--- src/rtl/byte_store_unit.sv ---
// rtl/byte_store_unit.sv - word/byte store unit with read-merge-write for byte lanes
module byte_store_unit (
    input  logic        clk,
    input  logic        rst_n,
    input  logic        req_valid,
    output logic        req_ready,
    input  logic        req_op,
    input  logic [31:0] req_addr,
    input  logic [31:0] req_data,
    output logic [31:0] mem_addr,
    output logic        mem_rd_en,
    input  logic [31:0] mem_rdata,
    output logic        mem_wr_en,
    output logic [31:0] mem_wdata,
    output logic        done,
    output logic        busy
);

    typedef enum logic [1:0] {IDLE, RD, MRG, WR} state_t;

    state_t      state_q, state_d;
    logic        op_q, op_d;
    logic [31:0] addr_q, addr_d;
    logic [31:0] data_q, data_d;
    logic [31:0] mem_addr_q, mem_addr_d;
    logic [31:0] mem_wdata_q, mem_wdata_d;
    logic [31:0] merged;

    always_ff @(posedge clk or negedge rst_n) begin
        if (!rst_n) begin
            state_q     <= IDLE;
            op_q        <= 1'b0;
            addr_q      <= '0;
            data_q      <= '0;
            mem_addr_q  <= '0;
            mem_wdata_q <= '0;
        end else begin
            state_q     <= state_d;
            op_q        <= op_d;
            addr_q      <= addr_d;
            data_q      <= data_d;
            mem_addr_q  <= mem_addr_d;
            mem_wdata_q <= mem_wdata_d;
        end
    end

    // The latched byte replaces lane addr[1:0] of the word read back from memory
    always_comb begin
        merged = mem_rdata;
        merged[{addr_q[1:0], 3'b000} +: 8] = data_q[7:0];
    end

    always_comb begin
        state_d     = state_q;
        op_d        = op_q;
        addr_d      = addr_q;
        data_d      = data_q;
        mem_addr_d  = mem_addr_q;
        mem_wdata_d = mem_wdata_q;
        case (state_q)
            IDLE: begin
                if (req_valid) begin
                    op_d   = req_op;
                    addr_d = req_addr;
                    data_d = req_data;
                    if (req_op) begin
                        mem_addr_d = {2'b00, req_addr[31:2]};
                        state_d    = RD;
                    end else begin
                        mem_addr_d  = req_addr;
                        mem_wdata_d = req_data;
                        state_d     = WR;
                    end
                end
            end
            RD:  state_d = MRG;
            MRG: begin
                // Word stores never pass through MRG; the op select keeps both paths explicit
                mem_addr_d  = op_q ? {2'b00, addr_q[31:2]} : addr_q;
                mem_wdata_d = op_q ? merged : data_q;
                state_d     = WR;
            end
            WR:      state_d = IDLE;
            default: state_d = IDLE;
        endcase
    end

    assign req_ready = (state_q == IDLE);
    assign busy      = (state_q != IDLE);
    assign mem_rd_en = (state_q == RD);
    assign mem_wr_en = (state_q == WR);
    assign done      = (state_q == WR);
    assign mem_addr  = mem_addr_q;
    assign mem_wdata = mem_wdata_q;

endmodule

--- config.mk ---
export PLATFORM = sky130hd
export DESIGN_NAME = byte_store_unit
export DESIGN_NICKNAME = d
export VERILOG_FILES = /design/src/rtl/byte_store_unit.sv
export SDC_FILE = /design/constraint.sdc
export NUM_CORES = 1
export LEC_CHECK = 0
export CORE_MARGIN = 4
export CORE_UTILIZATION = 45
export DETAILED_ROUTE_END_ITERATION = 7
export PLACE_DENSITY = 0.74
export SKIP_LAST_GASP = 1
export SLEW_MARGIN = 10
export SYNTH_ARGS = -nofsm -noshare
export SYNTH_HDL_FRONTEND = slang
export SYNTH_SLANG_ARGS = --single-unit
--- constraint.sdc ---
create_clock -name clk -period 3.4 [get_ports clk]
set_input_delay 0.85 -clock clk [delete_from_list [all_inputs] [get_ports clk]]
set_output_delay 0.85 -clock clk [all_outputs]
set_load 0.01 [all_outputs]
==> impl_metrics.ini, run 1 <==
[sta]
slew_violations = 0
worst_slack_ns = 0.624
fin_crit_ns = 2.78
maxSlewHeadroom_pct = 18.5
clock_skew_ns = 0.00918
worst_pin_slew_ns = 1.22
max_freq_mhz = 360
setup_tns_ns = 0
finalSetupViolations = 0
rsz0062_at_grt = false
hold_viol_final = 0
period_share_pct = 81.7

[synthesis]
yosys_warnings = 0
synth_edf_count = 0
yosysTopAreaCellShare_pct = 47.2
syn_nets = 755
ys_seq_area_share_pct = 47.2
syn_avg_cell_area_um2 = 10.8
syn_inst = 646
syn_area_um2 = 6950
ys.flop_type = dfrtp_1
synth.area.top_cells = dfrtp_1 47%, mux2_2 16%, a221oi_1 4.8%
synth.distinct_cells = 39
ys_ff_latch = 131
async_reset_ff_share_pct = 100
synth_top_area_cell = dfrtp_1

[die]
start_util_pct = 45.9
rows = 45
dieArea_um2 = 17500
die_h_um = 132
core_um2 = 15100
ioPinCount = 169
die_w_um = 132

[drt]
routed_wl_um = 20700
first_pass_iters = 7
vias = 6023
ant_nets = 0
vias_per_cell = 6.04
post-route-drc-count = 0
drt_iter0_markers = 416
routedWlPerCell_um = 20.8

[setup_path]
rr_endpoint = mem_addr[5]$_DFFE_PN0P_
path_max_fanout = 10
critical_path_required_ns = 2.55
crit_path_end = busy
r2r_start = state_q[0]$_DFFE_PN0P_
crit_start = state_q[0]$_DFFE_PN0P_
cp-end-kind = output pin
criticalPathCategory = flop to output pin
rr_worst_depth = 6
cp-start-kind = flop
worstPathArrival_ns = 1.93
ff2ff_setup_slack_ns = 0.75

[clock_network]
cts_resized = 0
cts_setup_buffers = 0
clkTransAtPathRegs_ns = 0.05
clk-insertion-delay-late_ns = 0.42
clock-sinks = 131
root_buffer = clkbuf_16
cts_hold_buf = 0
cts_tree = done
cts.htree.levels = 4
cts_buffers = 17
clk_path_buf_depth = 2

[power_and_ir_drop]
powerDensity_nw_per_um2 = 1010
ir_drop_v = 0.000463
p_leak_nw = 3.76
total_power_mw = 9.38

[place]
placed_cell_area_um2 = 8750
port_buffers = 168
post-dp-hpwl_um = 13900
gp_congestion = 0.801
post-place-ws_ns = 0.285

[cells_and_area]
antenna_cells = 0
final_core_util_pct = 61.1
final_common_cell = clkdlybuf4s50_1
design_area_um2 = 9260
nets = 906
area_delta_synth_final_pct = 33.3
drive_gt1_share_pct = 18.0
mostFrequentLayoutCells = 167 x clkdlybuf4s50_1, 130 x dfrtp_1, 96 x mux2_2
fillers = 1259

[worst_hold_path]
min_from = data_q[30]$_DFFE_PN0P_
min_path_cells = 1
hold_path.class = flop to flop

[global_routing]
antenna_found_initial = 1
grt_usage_pct = 23.9
grt_max_degree = 116
grt_pass1_wl_um = 33800
grt_pass1_vias = 6507
grt_overflow = 0

[outcome]
status = finished clean

[flow_run]
drv_cap = 0
==> Yosys cell counts (2+ instances only) <==
| cell type | instances |
|---|---|
| a211oi_1 | 8 |
| a221oi_1 | 38 |
| a31oi_1 | 24 |
| and2_1 | 2 |
| buf_2 | 22 |
| buf_4 | 6 |
| clkbuf_1 | 22 |
| dfrtp_1 | 131 |
| ha_1 | 9 |
| inv_1 | 6 |
| inv_2 | 2 |
| mux2_2 | 96 |
| mux2i_1 | 30 |
| nand2_1 | 48 |
| nand2b_1 | 6 |
| nand3_1 | 2 |
| nand4_1 | 2 |
| nor2_1 | 62 |
| nor2b_1 | 4 |
| o21a_1 | 3 |
| o21ai_0 | 46 |
| o22a_1 | 20 |
| o22ai_1 | 39 |
| o32a_1 | 3 |
==> registers in the layout, indices dropped and copies added, names as in the netlist <==
signal and flops:
addr_q 32, data_q 32, mem_addr 32, mem_wdata 32, state_q 2, op_q 1
==> through the flow <==
step,std cells,hold slack (ns)
6_report,997,0.504
3_5_place_dp,966,0.492
2_1_floorplan,646,0.471
4_1_cts,997,0.504
5_1_grt,997,0.527
3_3_place_gp,966,0.483
==> cells by family (layout without fill, tap and decap cells) <==
family                     count (synthesis)  in the layout  share of synthesized area [%]
muxes                                    126            126                           19.9
adders and majority gates                  9              9                           1.62
DFF                                      131            131                           47.2
AOI/OAI and AO/OA                        191            191                           19.3
and+or+nand+nor                          131            131                           8.16
buffers and inverters                     58            221                           3.86
==> power by group <==
| group | switching [mW] | internal [mW] |
|---|---|---|
| combinational | 2.25 | 2.37 |
| sequential | 0.764 | 2.40 |
| clock | 0.656 | 0.955 |
| total | 3.67 | 5.72 |
==> metal layers <==
layer / routed length [µm] / GRT usage [%] / vias to the layer above
met4: 596 / 11.5 / 2
met2: 10200 / 39.9 / 271
met5: 11 / 0 / -
met3: 1390 / 6.34 / 55
li1: - / - / 2727
met1: 8520 / 28.7 / 2968
==> final cells by class <==
type	count	area, µm²	area share, %
Sequential cell	131	3280	35.4
Timing Repair Buffer	182	1800	19.4
Clock inverter	7	35.0	0.378
Clock buffer	24	472	5.09
Inverter	8	30.0	0.324
Multi-Input combinational cell	457	3410	36.8
Tap cell	188	235	2.54
==> worst max-delay path, stage by stage, from the launching register on <==
cell and delay, ns:
dfrtp_1 0.41, inv_1 0.09, ha_2 0.27, inv_2 0.14, clkdlybuf4s50_1 0.60
==> worst min-delay path by stage <==
stage               slack (ns)                         to
floorplan                 0.47     addr_q[31]$_DFFE_PN0P_
global route              0.53  mem_wdata[14]$_DFFE_PN0P_
CTS                       0.50     data_q[30]$_DFFE_PN0P_
detailed placement        0.49     data_q[30]$_DFFE_PN0P_
global placement          0.48     data_q[22]$_DFFE_PN0P_
finish                    0.50     data_q[30]$_DFFE_PN0P_
Note: power is estimated with default switching activity, not from simulation.
==> run 2, diff against run 1 <==
Clock period 3.4 ns to 2.68 ns, I/O delays scaled along.
==> run 2 against run 1 <==
- flip-flop and latch count unchanged
- count of clock-buffer cells in the layout down 1
- routed wire length up 1.1%
- via count up 0.60%
- hold slack worse by 0.30 ns
- critical path depth unchanged
- highest routed layer is now met4
- largest cell class unchanged
- critical endpoint unchanged
- combinational power up 31%
- clock power up 26%
- non-clock buffer count up 5
- register-to-register slack worse by 0.36 ns
- worst setup slack worse by 0.50 ns
==> impl_metrics.ini, run 2 (synthesis results as in run 1) <==
[setup_path]
cp-start-kind = flop
critical_path_required_ns = 2.01
worstPathArrival_ns = 1.88
criticalPathCategory = flop to output pin
cp-end-kind = output pin
path_max_fanout = 10

[sta]
hold_viol_final = 0
maxSlewHeadroom_pct = 24.7
fin_crit_ns = 2.55
period_share_pct = 95.3
clock_skew_ns = 0.00585
max_freq_mhz = 392
worst_pin_slew_ns = 1.13
slew_violations = 0
rsz0062_at_grt = false
whs_ns = 0.199
setup_tns_ns = 0
finalSetupViolations = 0

[global_routing]
grt_usage_pct = 23.6
antenna_found_initial = 0
grt_max_degree = 59
grt_pass1_wl_um = 33600
grt_overflow = 0
grt_pass1_vias = 6303

[clock_network]
cts_buffers = 17
cts_hold_buf = 0
cts_resized = 0
clk_path_buf_depth = 2
clock-sinks = 131
cts_tree = done
root_buffer = clkbuf_16
clkTransAtPathRegs_ns = 0.06
cts.htree.levels = 4
clk-insertion-delay-late_ns = 0.41
cts_setup_buffers = 0

[power_and_ir_drop]
p_switching_mw = 4.70
p_leak_nw = 3.80
clkPwrFrac_pct = 16.8
ir_drop_v = 0.000681
total_power_mw = 12.0
combPwrFrac_pct = 50.3
swShare_pct = 39.1
internal-power_mw = 7.32
powerDensity_nw_per_um2 = 1290
p_seq_share_pct = 32.8

[die]
die_w_um = 132
ioPinCount = 169
rows = 45
core_um2 = 15100
die_h_um = 132
dieArea_um2 = 17500
start_util_pct = 45.9

[flow_run]
drv_cap = 0

[drt]
routed_wl_um = 20900
routedWlPerCell_um = 20.9
vias_per_cell = 6.05
ant_nets = 0
vias = 6059
post-route-drc-count = 0
drt_iter0_markers = 440
first_pass_iters = 5

[place]
post-dp-hpwl_um = 13900
dp_cells = 971
gp_congestion = 0.775
port_buffers = 168

[cells_and_area]
nets = 911
final_common_cell = clkdlybuf4s50_1
area_delta_synth_final_pct = 34.3
mostFrequentLayoutCells = 167 x clkdlybuf4s50_1, 130 x dfrtp_1, 96 x mux2_2
final_cells = 1001
ff_latch_area_um2 = 3280
drive_gt1_share_pct = 18.6
multi_input_area_um2 = 3420
antenna_cells = 0
fillers = 1264

[outcome]
status = finished clean

[worst_hold_path]
hold_path.class = primary input to asynchronous set/reset pin
run 2: changes by cell type in the layout (fill, tap and decap cells not counted), sizes merged:
cell    previous run  this run
buf               15        20
clkbuf            24        23
run 2: final cells by class:
cell class | count | area share, %
clock inverter | 7 | 0.375
clock buffer | 23 | 5.02
tap | 188 | 2.52
multi-input combinational | 457 | 36.7
sequential | 131 | 35.1
timing repair buffer | 187 | 20.0
inverter | 8 | 0.322
run 2: worst paths after layout:
kind	start	endpoint	cells past startpoint	slack (ns)
setup / recovery	state_q[0]$_DFFE_PN0P_	busy	4	0.13
hold / removal	rst_n	data_q[2]$_DFFE_PN0P_	1	0.20
setup reg to reg	state_q[0]$_DFFE_PN0P_	mem_wdata[30]$_DFFE_PN0P_	5	0.39
hold reg to reg	data_q[22]$_DFFE_PN0P_	data_q[22]$_DFFE_PN0P_	1	0.50
max in group asynchronous	rst_n	mem_wdata[29]$_DFFE_PN0P_	2	1.79
min in group clk	data_q[22]$_DFFE_PN0P_	data_q[22]$_DFFE_PN0P_	1	0.50
run 2: power groups by stage:
| stage | combinational (mW) | sequential, mW | clock, mW |
|---|---|---|---|
| final | 6.05 | 3.95 | 2.03 |
| after global routing | 6.57 | 4.06 | 2.14 |
| after CTS | 6.05 | 3.93 | 2.06 |
| after detailed placement | 6.03 | 3.94 | 0 |
| after global placement | 5.80 | 3.90 | 0 |
| after floorplan | 3.68 | 3.86 | 0 |
run 2: worst max-delay path, cell delays in order, from the launching register on:
cell and delay (ns):
dfrtp_1 0.40, inv_1 0.11, ha_4 0.22, inv_2 0.13, clkdlybuf4s50_1 0.61
run 2: per-stage QoR:
step                      setup slack, ns  util [%]  cell area [µm²]
after global routing               0.0397      61.6             9330
after floorplan                     0.916         -             6950
after detailed placement            0.304      58.2             8820
after CTS                          0.0328      61.5             9320
final                               0.127      61.6             9330
after global placement              0.359      58.2             8820
run 2: metal layers:
metal / GRT usage (%) / wire length, µm
met5: 0 / 0
met2: 39.3 / 10300
met1: 30.1 / 8760
met4: 7.68 / 419
met3: 6.26 / 1380
